File: config.mk
export PLATFORM = sky130hd
export DESIGN_NAME = compute_cluster_out_drain_flat
export DESIGN_NICKNAME = d
export VERILOG_FILES = /design/src/rtl/compute_cluster_out_drain_pkg.sv /design/src/rtl/compute_cluster_out_drain_if.sv /design/src/rtl/compute_cluster_out_drain_fifo.sv /design/src/rtl/compute_cluster_out_drain.sv /design/src/flat_wrapper.sv
export SDC_FILE = /design/constraint.sdc
export NUM_CORES = 1
export LEC_CHECK = 0
export CAP_MARGIN = 20
export CELL_PAD_IN_SITES_DETAIL_PLACEMENT = 1
export CELL_PAD_IN_SITES_GLOBAL_PLACEMENT = 1
export CORE_ASPECT_RATIO = 1.4
export CORE_UTILIZATION = 40
export DETAILED_ROUTE_END_ITERATION = 12
export PLACE_DENSITY = 0.74
export SETUP_SLACK_MARGIN = 0.3
export SYNTH_ARGS = -nofsm -noshare
export SYNTH_HDL_FRONTEND = slang
export SYNTH_HIERARCHICAL = 1
export SYNTH_SLANG_ARGS = --single-unit
File: constraint.sdc
create_clock -name clk_i -period 3.3 [get_ports clk_i]
set_input_delay 0.66 -clock clk_i [delete_from_list [all_inputs] [get_ports clk_i]]
set_output_delay 0.66 -clock clk_i [all_outputs]
set_load 0.005 [all_outputs]
File: src/rtl/compute_cluster_out_drain_pkg.sv
// Shared types and width constants for the compute-cluster output drain.
// Widths follow the cluster-wide build macros, with standalone defaults.
`ifndef COMPUTE_UNIT_NUM
`define COMPUTE_UNIT_NUM 4
`endif
`ifndef OUTPUT_BUF_NUM
`define OUTPUT_BUF_NUM 4
`endif
`ifndef OUTPUT_BUF_SIZE
`define OUTPUT_BUF_SIZE 16
`endif

package compute_cluster_out_drain_pkg;

  localparam int OD_CU_NUM  = `COMPUTE_UNIT_NUM;
  localparam int OD_BUF_NUM = `OUTPUT_BUF_NUM;
  localparam int OD_DAT_W   = `OUTPUT_BUF_SIZE;
  localparam int OD_CU_W    = (OD_CU_NUM > 1) ? $clog2(OD_CU_NUM) : 1;
  localparam int OD_BUF_W   = (OD_BUF_NUM > 1) ? $clog2(OD_BUF_NUM) : 1;
  localparam int OD_NUM_W   = $clog2(OD_BUF_NUM) + 1;

  typedef enum logic [1:0] {
    IDLE  = 2'd0,
    ISSUE = 2'd1,
    FLUSH = 2'd2,
    DONE  = 2'd3
  } drain_state_t;

  typedef struct packed {
    logic                last;
    logic [OD_CU_W-1:0]  cu;
    logic [OD_BUF_W-1:0] buf_idx;
  } beat_tag_t;

  localparam int OD_TAG_W = $bits(beat_tag_t);

endpackage

File: src/rtl/compute_cluster_out_drain_if.sv
// Valid/ready result stream leaving the output drain.
interface compute_cluster_out_drain_if;
  import compute_cluster_out_drain_pkg::*;

  logic                out_valid;
  logic                out_ready;
  logic [OD_DAT_W-1:0] out_dat;
  logic [OD_CU_W-1:0]  out_cu_idx;
  logic [OD_BUF_W-1:0] out_buf_idx;
  logic                out_last;

  modport master (
    output out_valid, out_dat, out_cu_idx, out_buf_idx, out_last,
    input  out_ready
  );

  modport slave (
    input  out_valid, out_dat, out_cu_idx, out_buf_idx, out_last,
    output out_ready
  );

endinterface

File: src/rtl/compute_cluster_out_drain_fifo.sv
// Small synchronous FIFO for captured beats; head reads as zero while empty.
module compute_cluster_out_drain_fifo #(
  parameter int WIDTH = 8,
  parameter int DEPTH = 2
) (
  input  logic                         clk_i,
  input  logic                         rst_i,
  input  logic                         push_i,
  input  logic [WIDTH-1:0]             push_dat_i,
  input  logic                         pop_i,
  output logic [WIDTH-1:0]             head_o,
  output logic                         empty_o,
  output logic [$clog2(DEPTH+1)-1:0]   count_o
);

  localparam int PTR_W = (DEPTH > 1) ? $clog2(DEPTH) : 1;
  localparam int CNT_W = $clog2(DEPTH+1);

  logic [WIDTH-1:0] mem [DEPTH];
  logic [PTR_W-1:0] rd_ptr, wr_ptr;
  logic [CNT_W-1:0] count;
  logic             full, pop_ok, push_ok;

  function automatic logic [PTR_W-1:0] next_ptr(input logic [PTR_W-1:0] p);
    return (p == PTR_W'(DEPTH-1)) ? '0 : p + PTR_W'(1);
  endfunction

  assign full    = (count == CNT_W'(DEPTH));
  assign empty_o = (count == '0);
  assign count_o = count;
  assign pop_ok  = pop_i && !empty_o;
  // A pop in the same cycle frees the slot a push on a full FIFO lands in.
  assign push_ok = push_i && (!full || pop_ok);
  assign head_o  = empty_o ? '0 : mem[rd_ptr];

  always_ff @(posedge clk_i) begin
    if (push_ok) mem[wr_ptr] <= push_dat_i;
  end

  always_ff @(posedge clk_i) begin
    if (rst_i) begin
      rd_ptr <= '0;
      wr_ptr <= '0;
      count  <= '0;
    end else begin
      if (push_ok) wr_ptr <= next_ptr(wr_ptr);
      if (pop_ok)  rd_ptr <= next_ptr(rd_ptr);
      case ({push_ok, pop_ok})
        2'b10:   count <= count + CNT_W'(1);
        2'b01:   count <= count - CNT_W'(1);
        default: count <= count;
      endcase
    end
  end

endmodule

File: src/rtl/compute_cluster_out_drain.sv
// Walks every compute unit's output buffers CU-major, captures the read data after
// RD_LAT cycles and streams it out; issue is credit-limited so the FIFO never overflows.
module compute_cluster_out_drain
  import compute_cluster_out_drain_pkg::*;
#(
  parameter int CU_NUM  = OD_CU_NUM,
  parameter int BUF_NUM = OD_BUF_NUM,
  parameter int DAT_W   = OD_DAT_W,
  parameter int RD_LAT  = 1
) (
  input  logic                clk_i,
  input  logic                rst_i,
  input  logic                drain_start_i,
  input  logic [OD_NUM_W-1:0] drain_buf_num_i,
  output logic                drain_busy_o,
  output logic                drain_done_o,
  output logic [OD_CU_W-1:0]  com_unit_out_buf_sel_o,
  output logic [OD_BUF_W-1:0] out_buf_sel_o,
  input  logic [DAT_W-1:0]    out_buf_dat_i,
  compute_cluster_out_drain_if.master strm
);

  localparam int DEPTH = RD_LAT + 1;
  localparam int CNT_W = $clog2(DEPTH+1);
  localparam int ENT_W = DAT_W + OD_TAG_W;

  drain_state_t        state;
  logic [OD_CU_W-1:0]  cu_cnt;
  logic [OD_BUF_W-1:0] buf_cnt;
  logic [OD_NUM_W-1:0] num_q;
  logic                busy_q, done_q;

  beat_tag_t           tag_p [RD_LAT];
  logic [RD_LAT-1:0]   vld_p;

  logic [CNT_W-1:0]    inflight, fifo_cnt;
  logic [ENT_W-1:0]    head;
  beat_tag_t           head_tag;
  logic                fifo_empty, pop, credit_ok, issue, buf_end, last_sel;

  assign buf_end  = (OD_NUM_W'(buf_cnt) + OD_NUM_W'(1) == num_q);
  assign last_sel = buf_end && (cu_cnt == OD_CU_W'(CU_NUM-1));
  assign inflight = CNT_W'($countones(vld_p));
  assign pop      = !fifo_empty && strm.out_ready;
  // A beat leaving the FIFO this cycle returns its slot, keeping 1 beat/cycle with ready high.
  assign credit_ok = (int'(inflight) + int'(fifo_cnt)) < (DEPTH + int'(pop));
  assign issue     = (state == ISSUE) && credit_ok;

  always_ff @(posedge clk_i) begin
    if (rst_i) begin
      state   <= IDLE;
      cu_cnt  <= '0;
      buf_cnt <= '0;
      num_q   <= '0;
      busy_q  <= 1'b0;
      done_q  <= 1'b0;
    end else begin
      unique case (state)
        IDLE: begin
          done_q <= 1'b0;
          if (drain_start_i) begin
            num_q <= (drain_buf_num_i > OD_NUM_W'(BUF_NUM)) ? OD_NUM_W'(BUF_NUM) : drain_buf_num_i;
            if (drain_buf_num_i == '0) begin
              state  <= DONE;
              done_q <= 1'b1;
            end else begin
              state  <= ISSUE;
              busy_q <= 1'b1;
            end
          end
        end
        ISSUE: begin
          if (issue) begin
            if (last_sel) begin
              state <= FLUSH;
            end else if (buf_end) begin
              buf_cnt <= '0;
              cu_cnt  <= cu_cnt + OD_CU_W'(1);
            end else begin
              buf_cnt <= buf_cnt + OD_BUF_W'(1);
            end
          end
        end
        FLUSH: begin
          if (pop && head_tag.last) begin
            state  <= DONE;
            busy_q <= 1'b0;
            done_q <= 1'b1;
          end
        end
        DONE: begin
          state   <= IDLE;
          done_q  <= 1'b0;
          cu_cnt  <= '0;
          buf_cnt <= '0;
        end
      endcase
    end
  end

  // Stage p0..p(RD_LAT-1): tag travels alongside the outstanding buffer read
  always_ff @(posedge clk_i) begin
    if (rst_i) begin
      vld_p <= '0;
    end else begin
      vld_p[0] <= issue;
      for (int i = 1; i < RD_LAT; i++) vld_p[i] <= vld_p[i-1];
    end
  end

  always_ff @(posedge clk_i) begin
    tag_p[0] <= '{last: last_sel, cu: cu_cnt, buf_idx: buf_cnt};
    for (int i = 1; i < RD_LAT; i++) tag_p[i] <= tag_p[i-1];
  end

  // Capture stage: read data joins its tag in the output FIFO
  compute_cluster_out_drain_fifo #(
    .WIDTH (ENT_W),
    .DEPTH (DEPTH)
  ) u_fifo (
    .clk_i      (clk_i),
    .rst_i      (rst_i),
    .push_i     (vld_p[RD_LAT-1]),
    .push_dat_i ({tag_p[RD_LAT-1], out_buf_dat_i}),
    .pop_i      (pop),
    .head_o     (head),
    .empty_o    (fifo_empty),
    .count_o    (fifo_cnt)
  );

  assign head_tag = beat_tag_t'(head[ENT_W-1:DAT_W]);

  assign strm.out_valid   = !fifo_empty;
  assign strm.out_dat     = head[DAT_W-1:0];
  assign strm.out_cu_idx  = head_tag.cu;
  assign strm.out_buf_idx = head_tag.buf_idx;
  assign strm.out_last    = head_tag.last;

  assign drain_busy_o           = busy_q;
  assign drain_done_o           = done_q;
  assign com_unit_out_buf_sel_o = cu_cnt;
  assign out_buf_sel_o          = buf_cnt;

endmodule
File: src/flat_wrapper.sv
// flat-port wrapper written by rule: the top's interface ports become plain ports
module compute_cluster_out_drain_flat import compute_cluster_out_drain_pkg::*;
#(
  parameter int CU_NUM  = OD_CU_NUM,
  parameter int BUF_NUM = OD_BUF_NUM,
  parameter int DAT_W   = OD_DAT_W,
  parameter int RD_LAT  = 1
)
  (clk_i, rst_i, drain_start_i, drain_buf_num_i, drain_busy_o, drain_done_o, com_unit_out_buf_sel_o, out_buf_sel_o, out_buf_dat_i, strm_out_valid, strm_out_dat, strm_out_cu_idx, strm_out_buf_idx, strm_out_last, strm_out_ready);
  compute_cluster_out_drain_if strm_i ();
  input  logic clk_i;
  input  logic rst_i;
  input  logic drain_start_i;
  input  logic [OD_NUM_W-1:0] drain_buf_num_i;
  output logic drain_busy_o;
  output logic drain_done_o;
  output logic [OD_CU_W-1:0] com_unit_out_buf_sel_o;
  output logic [OD_BUF_W-1:0] out_buf_sel_o;
  input  logic [DAT_W-1:0] out_buf_dat_i;
  output wire logic [$bits(strm_i.out_valid)-1:0] strm_out_valid;
  output wire logic [$bits(strm_i.out_dat)-1:0] strm_out_dat;
  output wire logic [$bits(strm_i.out_cu_idx)-1:0] strm_out_cu_idx;
  output wire logic [$bits(strm_i.out_buf_idx)-1:0] strm_out_buf_idx;
  output wire logic [$bits(strm_i.out_last)-1:0] strm_out_last;
  input wire logic [$bits(strm_i.out_ready)-1:0] strm_out_ready;
  assign strm_out_valid = strm_i.out_valid;
  assign strm_out_dat = strm_i.out_dat;
  assign strm_out_cu_idx = strm_i.out_cu_idx;
  assign strm_out_buf_idx = strm_i.out_buf_idx;
  assign strm_out_last = strm_i.out_last;
  assign strm_i.out_ready = strm_out_ready;
  compute_cluster_out_drain #(.CU_NUM(CU_NUM), .BUF_NUM(BUF_NUM), .DAT_W(DAT_W), .RD_LAT(RD_LAT)) u_core (.clk_i(clk_i), .rst_i(rst_i), .drain_start_i(drain_start_i), .drain_buf_num_i(drain_buf_num_i), .drain_busy_o(drain_busy_o), .drain_done_o(drain_done_o), .com_unit_out_buf_sel_o(com_unit_out_buf_sel_o), .out_buf_sel_o(out_buf_sel_o), .out_buf_dat_i(out_buf_dat_i), .strm(strm_i));
endmodule
==> impl_metrics.yaml, run 1 <==
global_routing:
  gr-total-overflow: 0
  grt_pass1_wl_mm: 9.06
  antenna_found_initial: 0
  grt_max_degree: 22
  grtUsageTotal_pct: 16.9
  grt_pass1_vias: 1858
critical_path:
  critPathMaxFanout: 7
  reg2reg_depth: 6
  critical_path_class: "register to output pin"
  r2r-start: "u_core/u_fifo/count_o[0]"
  cp-start-kind: "register"
  arrival_ps: 1920
  required_ps: 2640
  worst_setup_path_end_kind: "output pin"
power_and_ir_drop:
  switching_share_pct: 29.1
  p_sw_uw: 650
  ir_drop_mv: 0.349
  seqPwrFrac_pct: 45.9
  p_comb_share_pct: 24.9
  leakagePower_nw: 1.21
  p_per_area_nw_per_um2: 636
  power_frac_clock_pct: 29.2
  intPower_mw: 1.58
logic_synthesis:
  synth_fa_ha_area_share_pct: 4.13
  ys_ff_latch: 64
  synthDistinctLibCells: 42
  synthesis.instances: 208
  yosysSeqAreaShare_pct: 62.4
  syn_area_per_cell_sq_um: 13.1
  synth.top_cells.by_area: "edfxtp_1 (46%), dfxtp_1 (16%), mux2i_1 (9.2%)"
  ys_warn_count: 6
  synth_xor_area_share_pct: 1.61
  synth_flop_cell: "edfxtp_1"
  synth_top_family_by_area: "simple AND/OR/NAND/NOR gates"
  synth_compound_area_share_pct: 6.61
  synthMuxAreaShare_pct: 9.73
  synth_fp_nets: 240
  syn_area_sq_um: 2730
  yosysTopAreaCell: "edfxtp_1"
  yosysTopAreaCellShare_pct: 46.3
  yosys.area_share.simple_pct: 12.4
  synth_edf_count: 42
  synth_async_sr_flop_share_pct: 0
detailed_routing:
  routed_wl_mm: 5.44
  drt_iter0_markers: 47
  drt_first_pass_iters: 3
  vias_per_cell: 5.18
  routedWlPerCell_um: 15.7
  drc_errors: 0
  num_vias: 1798
  final_antenna_net_count: 0
sta:
  min_period_over_period_pct: 78.3
  hold_violations: 0
  slew_headroom_pct: 65.7
  finalSetupViolations: 0
  min_period_ps: 2580
  slew_viol_final: 0
  rsz0062_at_grt: "false"
  finalClockSkew_ps: 7.12
  tns_ps: 0
  worst_pin_slew_ps: 510
  fmax_mhz: 387
  hold_slack_ps: 414
min_path:
  min_path_cells: 0
  hold_class: "register to register"
  hp-start: "u_core/com_unit_out_buf_sel_o[0]"
final_layout:
  fin_util_pct: 53.5
  regArea_sq_um: 1700
  nFillCells: 694
  diodes: 0
  design_area_sq_um: 3510
  multiInputGateArea_sq_um: 948
  syn_to_final_growth_pct: 28.9
  layout-drive-gt1-share_pct: 12.5
  final_nets: 300
  layoutNonFillerInstCount: 347
cts:
  cts_resized: 0
  cts_setup_buffers: 0
  clk_latency_ps: 340
  ctsHoldBuffers: 0
  cts_buffers: 9
  tritoncts: "built"
  cts.sinks: 64
  ctsHtreeMaxLevel: 3
  clkSlewWorstSetupHoldPaths_ps: 70
  cts_buffer_depth: 2
  cts-root-buf: "clkbuf_8"
die:
  die_area_sq_um: 7150
  die_h_um: 99.7
  initial_core_util_pct: 41.5
  ios: 51
  core-area_sq_um: 6570
  core.rowCount: 35
  die_w_um: 71.8
placed_design:
  place.gp.congestion: 0.712
  numPortBuffers: 50
  hpwl_mm: 3.91
  placed_cells: 331
  place_area_sq_um: 3320
status:
  outcome: "completed"
flow_run:
  maxCapViolations: 0
==> sequential cells by signal, indices dropped and copies added, names as in the netlist, named ones only <==
name                           flops
u_core/num_q                       3
u_core/out_buf_sel_o               2
u_core/com_unit_out_buf_sel_o      2
u_core/vld_p                       1
u_core/u_fifo/wr_ptr               1
u_core/drain_done_o                1
u_core/u_fifo/mem                 42
u_core/drain_busy_o                1
u_core/u_fifo/rd_ptr               1
u_core/tag_p                       5
u_core/state                       2
u_core/u_fifo/count_o              2
==> cells in the mapped netlist (all sizes together) (3+ instances only) <==
master,number
ha,9
nand2,5
edfxtp,42
buf,5
xor2,4
nor3b,3
nor2,34
o21ai,3
inv,8
nand3b,3
mux2i,25
a21oi,13
dfxtp,22
nor3,3
==> final timing paths <==
| path | endpoint | slack [ps] |
|---|---|---|
| setup / recovery | strm_out_dat[8] | 720 |
| hold / removal | u_core/tag_p[0][2] | 410 |
| setup reg to reg | u_core/state[0] | 1250 |
| hold reg to reg | u_core/tag_p[0][2] | 410 |
==> cell usage in the layout (no fill, tap or decap), drive strengths merged, types with 3 or more instances in the layout <==
cell type      netlist  routed
nor3b                3       3
mux2i               25      25
edfxtp              42      42
o21ai                3       3
dfxtp               22      22
inv                  8       9
clkdlybuf4s50        0      50
ha                   9       9
nand2                5       5
nor2                34      34
clkinvlp             0       3
xor2                 4       4
a21oi               13      13
clkbuf               2       9
nand3b               3       3
buf                  5       6
nor3                 3       3
==> logic make-up (layout without fill, tap and decap cells) <==
kind of cell | after synthesis | after routing
buffers and inverters | 15 | 80
and+or+nand+nor | 64 | 64
DFF | 64 | 64
adders and majority gates | 9 | 9
AOI/OAI and AO/OA | 25 | 25
muxes | 26 | 26
xor gates and xnor gates | 5 | 5
==> stage by stage <==
stage	setup WS, ps	power (mW)
final	715	2.23
after global routing	570	2.37
after CTS	663	2.27
after detailed placement	1020	1.60
after global placement	1060	1.58
after floorplan	876	1.36
==> per-layer routing <==
layer,global-route usage (%),wire [um]
met1,17.8,2160
met2,30.2,2950
met3,5.47,222
met4,7.69,106
met5,0,0
==> worst max-delay path, stage by stage (launching register included) <==
cell	delay, ps
dfxtp_1	550
buf_4	250
mux2i_1	260
nor2_1	70
clkdlybuf4s50_1	470
==> power by group through the flow <==
stage / clock network [mW] / registers (mW) / logic (mW)
after floorplan: 0 / 1.03 / 0.334
after global placement: 0 / 1.04 / 0.540
after detailed placement: 0 / 1.04 / 0.558
after CTS: 0.680 / 1.03 / 0.563
after global routing: 0.715 / 1.04 / 0.615
final: 0.652 / 1.03 / 0.555
==> area by class of cell <==
type                    count  share of cell area [%]
flip-flops and latches     64                    48.4
multi-input cells         129                    27.0
repair buffers             56                    15.5
clock inverters             7                    2.03
well taps                  74                    2.64
inverters                   8                   0.855
clock buffers               9                    3.53
Power figures use the tool's default switching activity.
==> run 2: changes to the inputs <==
clock period = 2.4 ns   (was 3.3 ns; I/O delays follow)
==> impl_metrics.yaml, run 2 (synthesis gave the netlist of run 1 again) <==
critical_path:
  slowest_stage: "clkdlybuf4s50_1"
  arrival_ps: 1610
  cp_top_family: "buffers and inverters"
  r2r-start: "u_core/u_fifo/count_o[0]"
  critPathMaxFanout: 12
  crit_path_cell_trace: "buf_12 > mux2i_2 > nor2_1 > clkdlybuf4s50_1"
  required_ps: 1920
  critical_path_class: "register to output pin"
  worst_setup_path_end_kind: "output pin"
  cp-start-kind: "register"
  max_stage_delay_ps: 510
  cp_num_buf_inv: 2
flow_run:
  maxCapViolations: 0
final_layout:
  diodes: 0
  final_common_cell: "clkdlybuf4s50_1"
  final_nets: 304
  layout-drive-gt1-share_pct: 13.4
  regMostFlops: "u_core/u_fifo/mem"
  syn_to_final_growth_pct: 31.8
  largest_reg_flops: 42
  layoutNonFillerInstCount: 351
  reg_top3: "u_core/u_fifo/mem (42), u_core/tag_p (5), u_core/num_q (3)"
  final_cell_mix: "clkdlybuf4s50_1 (45), edfxtp_1 (42), nor2_1 (30), mux2i_1 (24), dfxtp_1 (21)"
cts:
  clkSlewWorstSetupHoldPaths_ps: 70
  cts-root-buf: "clkbuf_8"
  clk_latency_ps: 330
  cts_buffers: 9
  cts_buffer_depth: 2
  cts.sinks: 64
  ctsHtreeMaxLevel: 3
  tritoncts: "built"
min_path:
  hold_class: "register to register"
  hp-start: "u_core/out_buf_sel_o[1]"
sta:
  finalSetupViolations: 0
  slew_headroom_pct: 56.4
  layout_setup_ws_ps: 312
  min_period_over_period_pct: 87.0
  worst_pin_slew_ps: 649
  hold_violations: 0
  tns_ps: 0
  fmax_mhz: 479
  min_period_ps: 2090
  rsz0062_at_grt: "true"
  finalClockSkew_ps: 4.20
  slew_viol_final: 0
  hold_slack_ps: 404
power_and_ir_drop:
  intPower_mw: 2.18
  p_sw_uw: 864
  ir_drop_mv: 0.521
  finalPower_mw: 3.05
  p_comb_share_pct: 26.0
  seqPwrFrac_pct: 46.0
  leakagePower_nw: 1.32
  switching_share_pct: 28.3
  power_frac_clock_pct: 28.0
  p_per_area_nw_per_um2: 848
detailed_routing:
  drt_first_pass_iters: 4
  vias_per_cell: 5.17
  num_vias: 1813
  drc_errors: 0
  final_antenna_net_count: 0
  drt_iter0_markers: 72
  routed_wl_mm: 5.42
  routedWlPerCell_um: 15.4
global_routing:
  grtUsageTotal_pct: 16.8
  grt_pass1_vias: 1914
  grt_max_degree: 25
  gr-total-overflow: 0
  antenna_found_initial: 0
  grt_pass1_wl_mm: 8.96
placed_design:
  numPortBuffers: 50
  placed_cells: 333
  place.gp.congestion: 0.714
  place_ws_ps: -128
  hpwl_mm: 3.75
die:
  ios: 51
  die_h_um: 99.7
  core.rowCount: 35
  core-area_sq_um: 6570
  die_w_um: 71.8
  initial_core_util_pct: 41.5
  die_area_sq_um: 7150
status:
  outcome: "completed"
==> run 2: final timing paths <==
path,endpoint,slack [ps],depth (start not counted)
max,strm_out_dat[6],310,4
min reg2reg,u_core/tag_p[0][1],400,0
max reg2reg,u_core/out_buf_sel_o[1],450,7
min,u_core/tag_p[0][1],400,0
==> run 2: layer usage <==
layer / share of wire [%] / wire (um) / up-vias / global-route usage (%)
met2: 56 / 3030 / 45 / 31.3
met4: 1.3 / 72 / 0 / 6.79
li1: - / - / 884 / -
met1: 38 / 2080 / 870 / 16.9
met5: 0 / 0 / - / 0
met3: 4.3 / 233 / 14 / 5.47
==> run 2: final cells by class <==
class                           instances  area (sq um)
Tap cell                               74          92.6
Inverter                                8          30.0
Clock inverter                          5          47.5
Timing Repair Buffer                   60           622
Multi-Input combinational cell        129           965
Sequential cell                        64          1710
Clock buffer                           11           131
Fill cell                             674          2980
==> run 2: what timing repair did <==
action / in CTS / in global routing
pin swaps: 0 / 0
buffers inserted: 2 / 0
gates resized for setup: 7 / 7
hold buffers: 0 / 0
setup endpoints to repair: 64 / 21
==> run 2: metrics by stage <==
step                utilization, %  cell area, sq um
floorplan                        -              2730
detailed placement            51.1              3360
finish                        54.7              3590
global route                  54.7              3590
global placement              51.1              3360
CTS                           54.4              3570
==> run 2: power by group through the flow <==
stage / combinational [mW] / sequential (mW) / clock, mW
CTS: 0.793 / 1.40 / 0.882
detailed placement: 0.776 / 1.43 / 0
global placement: 0.765 / 1.42 / 0
floorplan: 0.459 / 1.41 / 0
global route: 0.885 / 1.42 / 0.934
finish: 0.792 / 1.40 / 0.853
